## src/rtl/moonbase_pkg.sv

```systemverilog
// Shared definitions for the moonbase external bus: bus bit positions,
// address width and nibble-select encoding.
// Imported by moonbase_bus_bridge and moonbase_nibble_ram.
package moonbase_pkg;

  // Field positions within the CPU's multiplexed 8-bit output bus.
  localparam int BUS_STROBE   = 7;
  localparam int BUS_CODE     = 6;
  localparam int BUS_RAM_WE_N = 5;
  localparam int BUS_DEV_WE_N = 4;

  localparam int ADDR_W = 7;

  // Nibble pointer encoding: high nibble is transferred first.
  localparam logic NIB_HI = 1'b0;
  localparam logic NIB_LO = 1'b1;

  typedef logic [ADDR_W-1:0] addr_t;

endpackage

```

## src/rtl/moonbase_nibble_ram.sv

```systemverilog
// Purpose: 2 x DEPTH x 8 code/data SRAM with nibble-wide CPU access and byte-wide host load.
// Latency: async nibble read; nibble and byte writes land on the clock edge.
// Backpressure: none; a load request takes priority over a bus write in the same clock.
// Ports: rd_* async read (space, address, nibble), wr_* nibble write, ld_* byte write.
// DEPTH must be a power of two; smaller depths alias the 7-bit address modulo DEPTH.
module moonbase_nibble_ram
  import moonbase_pkg::*;
#(
  parameter int DEPTH = 128
) (
  input  logic       clk,
  input  logic       rd_space,
  input  addr_t      rd_addr,
  input  logic       rd_nib,
  output logic [3:0] rd_data,
  input  logic       wr_en,
  input  logic       wr_space,
  input  addr_t      wr_addr,
  input  logic       wr_nib,
  input  logic [3:0] wr_data,
  input  logic       ld_en,
  input  logic       ld_space,
  input  addr_t      ld_addr,
  input  logic [7:0] ld_data
);

  localparam int IDX_W = (DEPTH > 1) ? $clog2(DEPTH) : 1;

  logic [7:0]       mem [2][DEPTH];
  logic [7:0]       rd_byte;
  logic [IDX_W-1:0] rd_idx;
  logic [IDX_W-1:0] wr_idx;
  logic [IDX_W-1:0] ld_idx;

  assign rd_idx = rd_addr[IDX_W-1:0];
  assign wr_idx = wr_addr[IDX_W-1:0];
  assign ld_idx = ld_addr[IDX_W-1:0];

  assign rd_byte = mem[rd_space][rd_idx];
  assign rd_data = (rd_nib == NIB_LO) ? rd_byte[3:0] : rd_byte[7:4];

  // Contents are deliberately not reset so a preload survives reset.
  always_ff @(posedge clk) begin
    if (ld_en) begin
      mem[ld_space][ld_idx] <= ld_data;
    end else if (wr_en) begin
      if (wr_nib == NIB_LO) begin
        mem[wr_space][wr_idx][3:0] <= wr_data;
      end else begin
        mem[wr_space][wr_idx][7:4] <= wr_data;
      end
    end
  end

endmodule

```

## src/rtl/moonbase_bus_bridge.sv

```systemverilog
// Purpose: external bus of the moonbase CPU: address latch, nibble-serial SRAM, device regs, host preload.
// Latency: reads are combinational from latched state; writes are visible the clock after the edge.
// Backpressure: none; host load is accepted only while reset is high (load_ready mirrors reset).
// Ports: bus_out/bus_in CPU bus, dev_out/dev_in device registers and pins,
//        load_valid/load_ready/load_addr/load_data host preload port.
module moonbase_bus_bridge
  import moonbase_pkg::*;
#(
  parameter int DEPTH = 128,
  parameter int N_DEV = 4
) (
  input  logic               clk,
  input  logic               reset,
  input  logic [7:0]         bus_out,
  output logic [5:0]         bus_in,
  output logic [4*N_DEV-1:0] dev_out,
  input  logic [2*N_DEV-1:0] dev_in,
  input  logic               load_valid,
  output logic               load_ready,
  input  logic [7:0]         load_addr,
  input  logic [7:0]         load_data
);

  localparam int DEV_IDX_W = (N_DEV > 1) ? $clog2(N_DEV) : 1;

  addr_t                  r_addr;
  logic                   r_nib;
  logic [N_DEV-1:0][3:0]  dev_q;
  logic [N_DEV-1:0][1:0]  dev_in_v;
  logic [DEV_IDX_W-1:0]   dev_idx;
  logic                   strobe;
  logic                   bus_wr;
  logic                   rd_space;
  logic [3:0]             ram_nib;

  assign strobe = bus_out[BUS_STROBE];
  // CPU writes are blocked while reset is high so only the host loader owns the SRAM then.
  assign bus_wr = !reset && !strobe;

  // During a strobe the upper bus bits carry address, so the space select is forced to data.
  assign rd_space = strobe ? 1'b0 : bus_out[BUS_CODE];

  assign dev_idx  = r_addr[DEV_IDX_W-1:0];
  assign dev_in_v = dev_in;

  always_ff @(posedge clk) begin
    if (reset) begin
      r_addr <= '0;
      r_nib  <= NIB_HI;
      dev_q  <= '0;
    end else if (strobe) begin
      r_addr <= bus_out[ADDR_W-1:0];
      r_nib  <= NIB_HI;
    end else begin
      // Device write happens on every nibble clock; the last nibble written persists.
      if (!bus_out[BUS_DEV_WE_N]) begin
        dev_q[dev_idx] <= bus_out[3:0];
      end
      r_nib <= NIB_LO;
    end
  end

  moonbase_nibble_ram #(
    .DEPTH (DEPTH)
  ) u_ram (
    .clk      (clk),
    .rd_space (rd_space),
    .rd_addr  (r_addr),
    .rd_nib   (r_nib),
    .rd_data  (ram_nib),
    .wr_en    (bus_wr && !bus_out[BUS_RAM_WE_N]),
    .wr_space (bus_out[BUS_CODE]),
    .wr_addr  (r_addr),
    .wr_nib   (r_nib),
    .wr_data  (bus_out[3:0]),
    .ld_en    (load_valid && reset),
    .ld_space (load_addr[7]),
    .ld_addr  (load_addr[ADDR_W-1:0]),
    .ld_data  (load_data)
  );

  assign bus_in     = {dev_in_v[dev_idx], ram_nib};
  assign dev_out    = dev_q;
  assign load_ready = reset;

endmodule

```

## config.mk

```make
export PLATFORM = sky130hd
export DESIGN_NAME = moonbase_bus_bridge
export DESIGN_NICKNAME = d
export VERILOG_FILES = /design/src/rtl/moonbase_pkg.sv /design/src/rtl/moonbase_nibble_ram.sv /design/src/rtl/moonbase_bus_bridge.sv
export SDC_FILE = /design/constraint.sdc
export NUM_CORES = 2
export LEC_CHECK = 0
export BUFFER_PORTS_ARGS = -buffer_cell sky130_fd_sc_hd__clkbuf_2
export CORE_MARGIN = 2
export CORE_UTILIZATION = 50
export CTS_BUF_LIST = sky130_fd_sc_hd__clkbuf_2
export CTS_CLUSTER_DIAMETER = 30
export DETAILED_ROUTE_END_ITERATION = 10
export PLACE_DENSITY = 0.65
export SLEW_MARGIN = 10
export SYNTH_ARGS = -nofsm -noshare
export SYNTH_HDL_FRONTEND = slang
export SYNTH_SLANG_ARGS = --single-unit
```

## constraint.sdc

```tcl
create_clock -name clk -period 6.6 [get_ports clk]
set_input_delay 0.33 -clock clk [delete_from_list [all_inputs] [get_ports clk]]
set_output_delay 0.33 -clock clk [all_outputs]
set_load 0.05 [all_outputs]
```

# After elaboration in Yosys (flattened, before gate mapping)
# Memories as Yosys holds them, arrays and structs flattened.
# Index checks and enable logic that the tools add are counted.
[totals] register_bits=24 ramBits=2048 in_bits=35 wordCells=2106 memories=1
[op_classes] magnitude_cmp=6 mux=1054 n_bitwise=1028 n_reduce_logical=11
[memory_table] memory="u_ram.mem" words=2 width=1024 rd=1 rd_clocked_by_memory_dff=0 wr=1 line="moonbase_nibble_ram.sv:29" rtl="logic [7:0] mem [2][DEPTH];"
[op_table] cell="$mux 1024" n=5
[op_table] cell="$mux 1" n=1034
[op_table] cell="$or 1x1->1" n=1024
[op_table] cell="$reduce_or 1024->1" n=1
[op_table] cell="$demux 8 s7" n=3
[op_table] cell="$bmux 8 s7" n=1
[op_table] cell="$mux 8" n=4
[op_table] cell="$bwmux 16" n=1
[op_table] cell="$ge 8x8->1 const B" n=2
[op_table] cell="$lt 8x1->1 const B" n=2
[op_table] cell="$not 7->8" n=2
[op_table] cell="$mux 4" n=3
[op_table] cell="$demux 4 s2" n=1
[op_table] cell="$logic_and 1x1->1" n=6
[op_table] cell="$bmux 2 s2" n=1
[op_table] cell="$logic_not 1->1" n=3
[op_table] cell="$lt 2x3->1 const B" n=1
[op_table] cell="$ge 2x1->1 const B" n=1
[op_table] cell="$mux 2" n=1
[op_table] cell="$not 1->1" n=2
[op_table] cell="$reduce_and 2->1" n=1

# Logic depth before layout (Yosys ltp)
[depth] ltp_word=9 mapped_depth=14

# Hierarchy
# Synthesis repeated with hierarchy kept, for this count alone.
[unflattened] cells_unflattened=4934 area_unflattened_um2=84800.1
[modules_own_cells] module="moonbase_nibble_ram" instances=1 cells_per_inst=4842 area_per_inst_um2=83791.6 seq_area_each_um2=61499.0
[modules_own_cells] module="moonbase_bus_bridge" instances=1 cells_per_inst=92 area_per_inst_um2=1008.5 seq_area_each_um2=480.5

# Worst setup path after synthesis
# OpenSTA, ideal clock, no wires.
[synth_path] path_type="input -> register" from="input reset" to="memory u_ram.mem[0][0] (netlist bit), data pin" setup_time_ps=820 t_arrival_ps=4131 t_required_ps=5780 setup_slack_ps=1648 stages=5 n_path_buf=2 cell_sequence="clkbuf_1 > or3_1 > clkbuf_1 > nand2_1 > nand2_1"
[synth_via] elab_chain_len=9 elab_cells_between_ends=1036 classes_between="mux: 7; bitwise: 1024; reduce/logical: 5"
[synth_rtl] element="start: declaration" line="moonbase_bus_bridge.sv:13" rtl="input logic reset,"
[synth_rtl] element="$logic_not 1->1" line="moonbase_bus_bridge.sv:38" rtl="assign bus_wr = !reset && !strobe;"
[synth_rtl] element="$logic_and 1x1->1" line="moonbase_bus_bridge.sv:38"
[synth_rtl] element="$logic_and 1x1->1" line="moonbase_bus_bridge.sv:71" rtl=".wr_en (bus_wr && !bus_out[BUS_RAM_WE_N]),"
[synth_rtl] element="$mux 1" line="moonbase_nibble_ram.sv:46" rtl="end else if (wr_en) begin"
[synth_rtl] element="$mux 1" line="moonbase_nibble_ram.sv:44" rtl="if (ld_en) begin"
[synth_rtl] element="$mux 1024, on equally long branches" line="moonbase_nibble_ram.sv:48, moonbase_nibble_ram.sv:50"
[synth_rtl] element="$or 1x1->1 (no source line)"
[synth_rtl] element="$reduce_or 1024->1 (no source line) *"
[synth_rtl] element="$mux 1024 (no source line) *"
[synth_rtl] element="end: declaration" line="moonbase_nibble_ram.sv:29"
# Every way passes the cells marked *; elsewhere a longest branch is shown, timed or not.

# Final worst setup path
[layout_path] from="register r_addr[1]" to="output bus_in[2]"
[layout_via] elab_chain_len=5
[layout_rtl] element="start: declaration" line="moonbase_bus_bridge.sv:26" rtl="addr_t r_addr;"
[layout_rtl] element="start signal: assignment" line="moonbase_bus_bridge.sv:52" rtl="r_addr <= bus_out[ADDR_W-1:0];"
[layout_rtl] element="$not 7->8 (implied by the code)" line="moonbase_nibble_ram.sv:39" rtl="assign rd_byte = mem[rd_space][rd_idx];"
[layout_rtl] element="$bmux 8 s7" line="moonbase_nibble_ram.sv:39"
[layout_rtl] element="$mux 8 (implied by the code) (2 in a row)" line="moonbase_nibble_ram.sv:39"
[layout_rtl] element="$mux 4" line="moonbase_nibble_ram.sv:40" rtl="assign rd_data = (rd_nib == NIB_LO) ? rd_byte[3:0] : rd_byte[7:4];"
[layout_rtl] element="end: declaration" line="moonbase_bus_bridge.sv:15" rtl="output logic [5:0] bus_in,"
# No other way between the ends. The select of a mux whose other input is x is not followed.

==> qor.txt <==
Status = finished, final reports clean
H-tree levels = 6
Core footprint = 167000 µm²
Clock Pin Slew Worst Setup and Hold Paths = 0.10 ns
Worst-skew pair later-pin latency = 1.90 ns
Die Footprint = 172000 µm²
Busiest grt layer = met2
Fillcell total = 13200
Post-synthesis mux area share = 0.145
Largest family of logic cells by synthesized area = multiplexers
R2R setup slack = 2.05 ns
Syn Inst Count = 4629
Gr usage total = 0.278
Final Hold Viols = 0
Layout cells sized above 1 = 0.292
Post-synthesis register bit count = 2072
Post-synthesis net count = 4664
Syn Area/Cell = 18.2 µm²
Critical path arrival = 6.22 ns
Initial antenna violation count = 3
Dpl hpwl = 144 mm
Pwr/cell area = 271 nW/µm²
Met1 GRT Util = 0.370
Tcrit/Tclk final = 0.992
Die height = 415 µm
Row cnt = 150
Post-Route WL = 243 mm
Slew @ Worst Pin = 1.38 ns
Xor/xnor cell area share of the yosys netlist = 0
Setup CP Type = reg2out
Drt wl/cell = 31.5 µm
Clock Sinks = 2072
CTS Buffer Depth = 4
Post-synth ARST share = 0
Unrepaired setup endpoints after global routing = false
GR Layer Usage met3 = 0.0785
Worst Hold Class = in2reg
Library cells used by synthesis = 70
Inst Count DP = 6682
Slew HR = 0.0808
Worst Hold Slack = 0.170 ns
Max-slew violations = 0
F_max = 153 MHz
DR vias = 49600
Synthesis Warnings = 0
Cell Count, Final, Fillers Out = 7691
Top_reg_cell synth = edfxtp_1
Top-area cell type share of the netlist area = 0.729
Initial core utilization = 0.504
Adder-cell share of the synthesized area = 0
Worst endpoint required time = 6.27 ns
Iteration-0 DRC Markers = 7106
Vias in the first global route = 49800
Peak supply drop = 0.000214 V
Final TNS setup = 0 ns
GRT overflow = 0
PortBufs = 57
Skew final = 0.162 ns
RD Place Congestion = 0.892
First-pass GRT wire length = 345 mm
Avg Vias per Cell = 6.45
Final #Nets = 5155
Final worst path period need = 6.55 ns
CTS tree = yes
Largest net degree at the start of global routing = 233
Area fraction in compound gates after synthesis = 0.0525
I/O pin count = 58
Sequential share of the synthesized area = 0.735
Layout area overhead = 10.2%
Max FO, Critical Path = 71
Antenna Nets Post-Route = 0
Die Wd = 415 µm
Post-synth EDFFs = 2048
Simple-gate portion of the synthesized area = 0.0465
Root buffer cell = clkbuf_2
DRT Pass-1 Iters = 9
Worst Setup End Kind = output port
Max Cap Violations = 0
Met2 Usage GRT = 0.430
Synthesized area = 84300 µm²
Static Leak = 29.6 nW
Setup Viol. Count Final = 0
Cell with the most instances after synthesis = edfxtp_1
Synth area leader = edfxtp_1
CTS Buf Count = 553
Critical Path Source Type = register
Post-synth top cells = 2048 x edfxtp_1, 638 x nor2_1, 442 x mux4_2
DRC viols = 0
Synth area leaders = edfxtp_1 73%, mux4_2 12%, nor2_1 2.8%
[metal layers]
| metal | vias to the layer above | part of all wire |
|---|---|---|
| met4 | 0 | 0.045 |
| li1 | 20200 | - |
| met2 | 3406 | 0.47 |
| met3 | 646 | 0.12 |
| met5 | - | 0 |
| met1 | 25400 | 0.37 |
[stage by stage]
stage,instance area (µm²),setup slack (ns),utilization,power [mW]
after floorplan,84300,1.65,-,16.0
after global placement,87200,1.16,0.521,16.6
after detailed placement,87200,1.64,0.521,16.6
after CTS,92900,0.0162,0.555,25.3
after global routing,92900,0.0411,0.555,26.0
final,92900,0.0546,0.555,25.2
[logic make-up (layout without fill, tap and decap cells)]
logic type / count (synthesis) / in the layout
compound gates: 606 / 606
buf+inv: 346 / 1197
flops: 2072 / 2072
mux: 647 / 647
other cells: 0 / 7
simple gates: 958 / 958
[what timing repair did]
item,in CTS,in global routing
buffers inserted,1,0
cloned,0,1
hold buffers,85,0
setup endpoints to repair,3,1
resized for setup,4,0
hold endpoints to repair,4120,0
[layout make-up]
| class | instances | area (µm²) | area share |
|---|---|---|---|
| clock inverters | 137 | 852 | 0.00917 |
| diodes | 7 | 17.5 | 0.000188 |
| repair buffers | 276 | 2510 | 0.0270 |
| well taps | 2204 | 2760 | 0.0297 |
| inverters | 6 | 22.5 | 0.000242 |
| clock buffers | 778 | 3890 | 0.0419 |
| multi-input cells | 2211 | 20900 | 0.225 |
| flip-flops and latches | 2072 | 62000 | 0.667 |
[where the power goes]
part / internal, mW / total (mW) / switching, mW
combinational: 0.546 / 1.78 / 1.23
sequential: 14.6 / 14.6 / 0.0207
clock: 3.58 / 8.83 / 5.25
total: 18.7 / 25.2 / 6.50
[cells in the final DEF (no fill, tap or decap), types with 19 or more instances in the layout]
cell type and count:
a211oi_1 26, a21oi_1 71, a221oi_1 44, a22oi_1 301
buf_12 23, buf_4 106, clkbuf_2 835, clkinv_1 79
clkinv_2 27, dfxtp_1 19, dlygate4sd3_1 85, edfxtp_1 2048
mux2_2 62, mux2i_1 133, mux4_2 442, nand2_1 157
nand3_1 47, nor2_1 603, nor2_2 25, nor2b_1 19
nor3_1 22, o21ai_0 30, o22ai_1 30
[worst max-delay path, cell delays in order (launching register included)]
cell      delay [ns]
dfxtp_4         0.67
buf_12          0.39
buf_16          0.39
mux4_2          0.42
a22oi_1         0.41
nand3_1         0.13
a311o_1         0.40
a211oi_1        0.52
a41oi_1         0.50
clkbuf_2        0.37
[registers in the layout (all words and copies together) (netlist names)]
name	count
r_addr	7
r_nib	1
u_ram.mem	2048
dev_out	16
[final timing paths]
| check | to | cells past startpoint | start |
|---|---|---|---|
| min reg2reg | dev_out[15]$_SDFFE_PP0P_ | 2 | dev_out[15]$_SDFFE_PP0P_ |
| min | u_ram.mem[0][744]$_DFFE_PP_ | 5 | load_data[0] |
| max | bus_in[2] | 9 | r_addr[1]$_SDFFE_PP0P_ |
| max reg2reg | u_ram.mem[1][233]$_DFFE_PP_ | 10 | r_addr[3]$_SDFFE_PP0P_ |
Note: power is estimated with default switching activity, not from simulation.
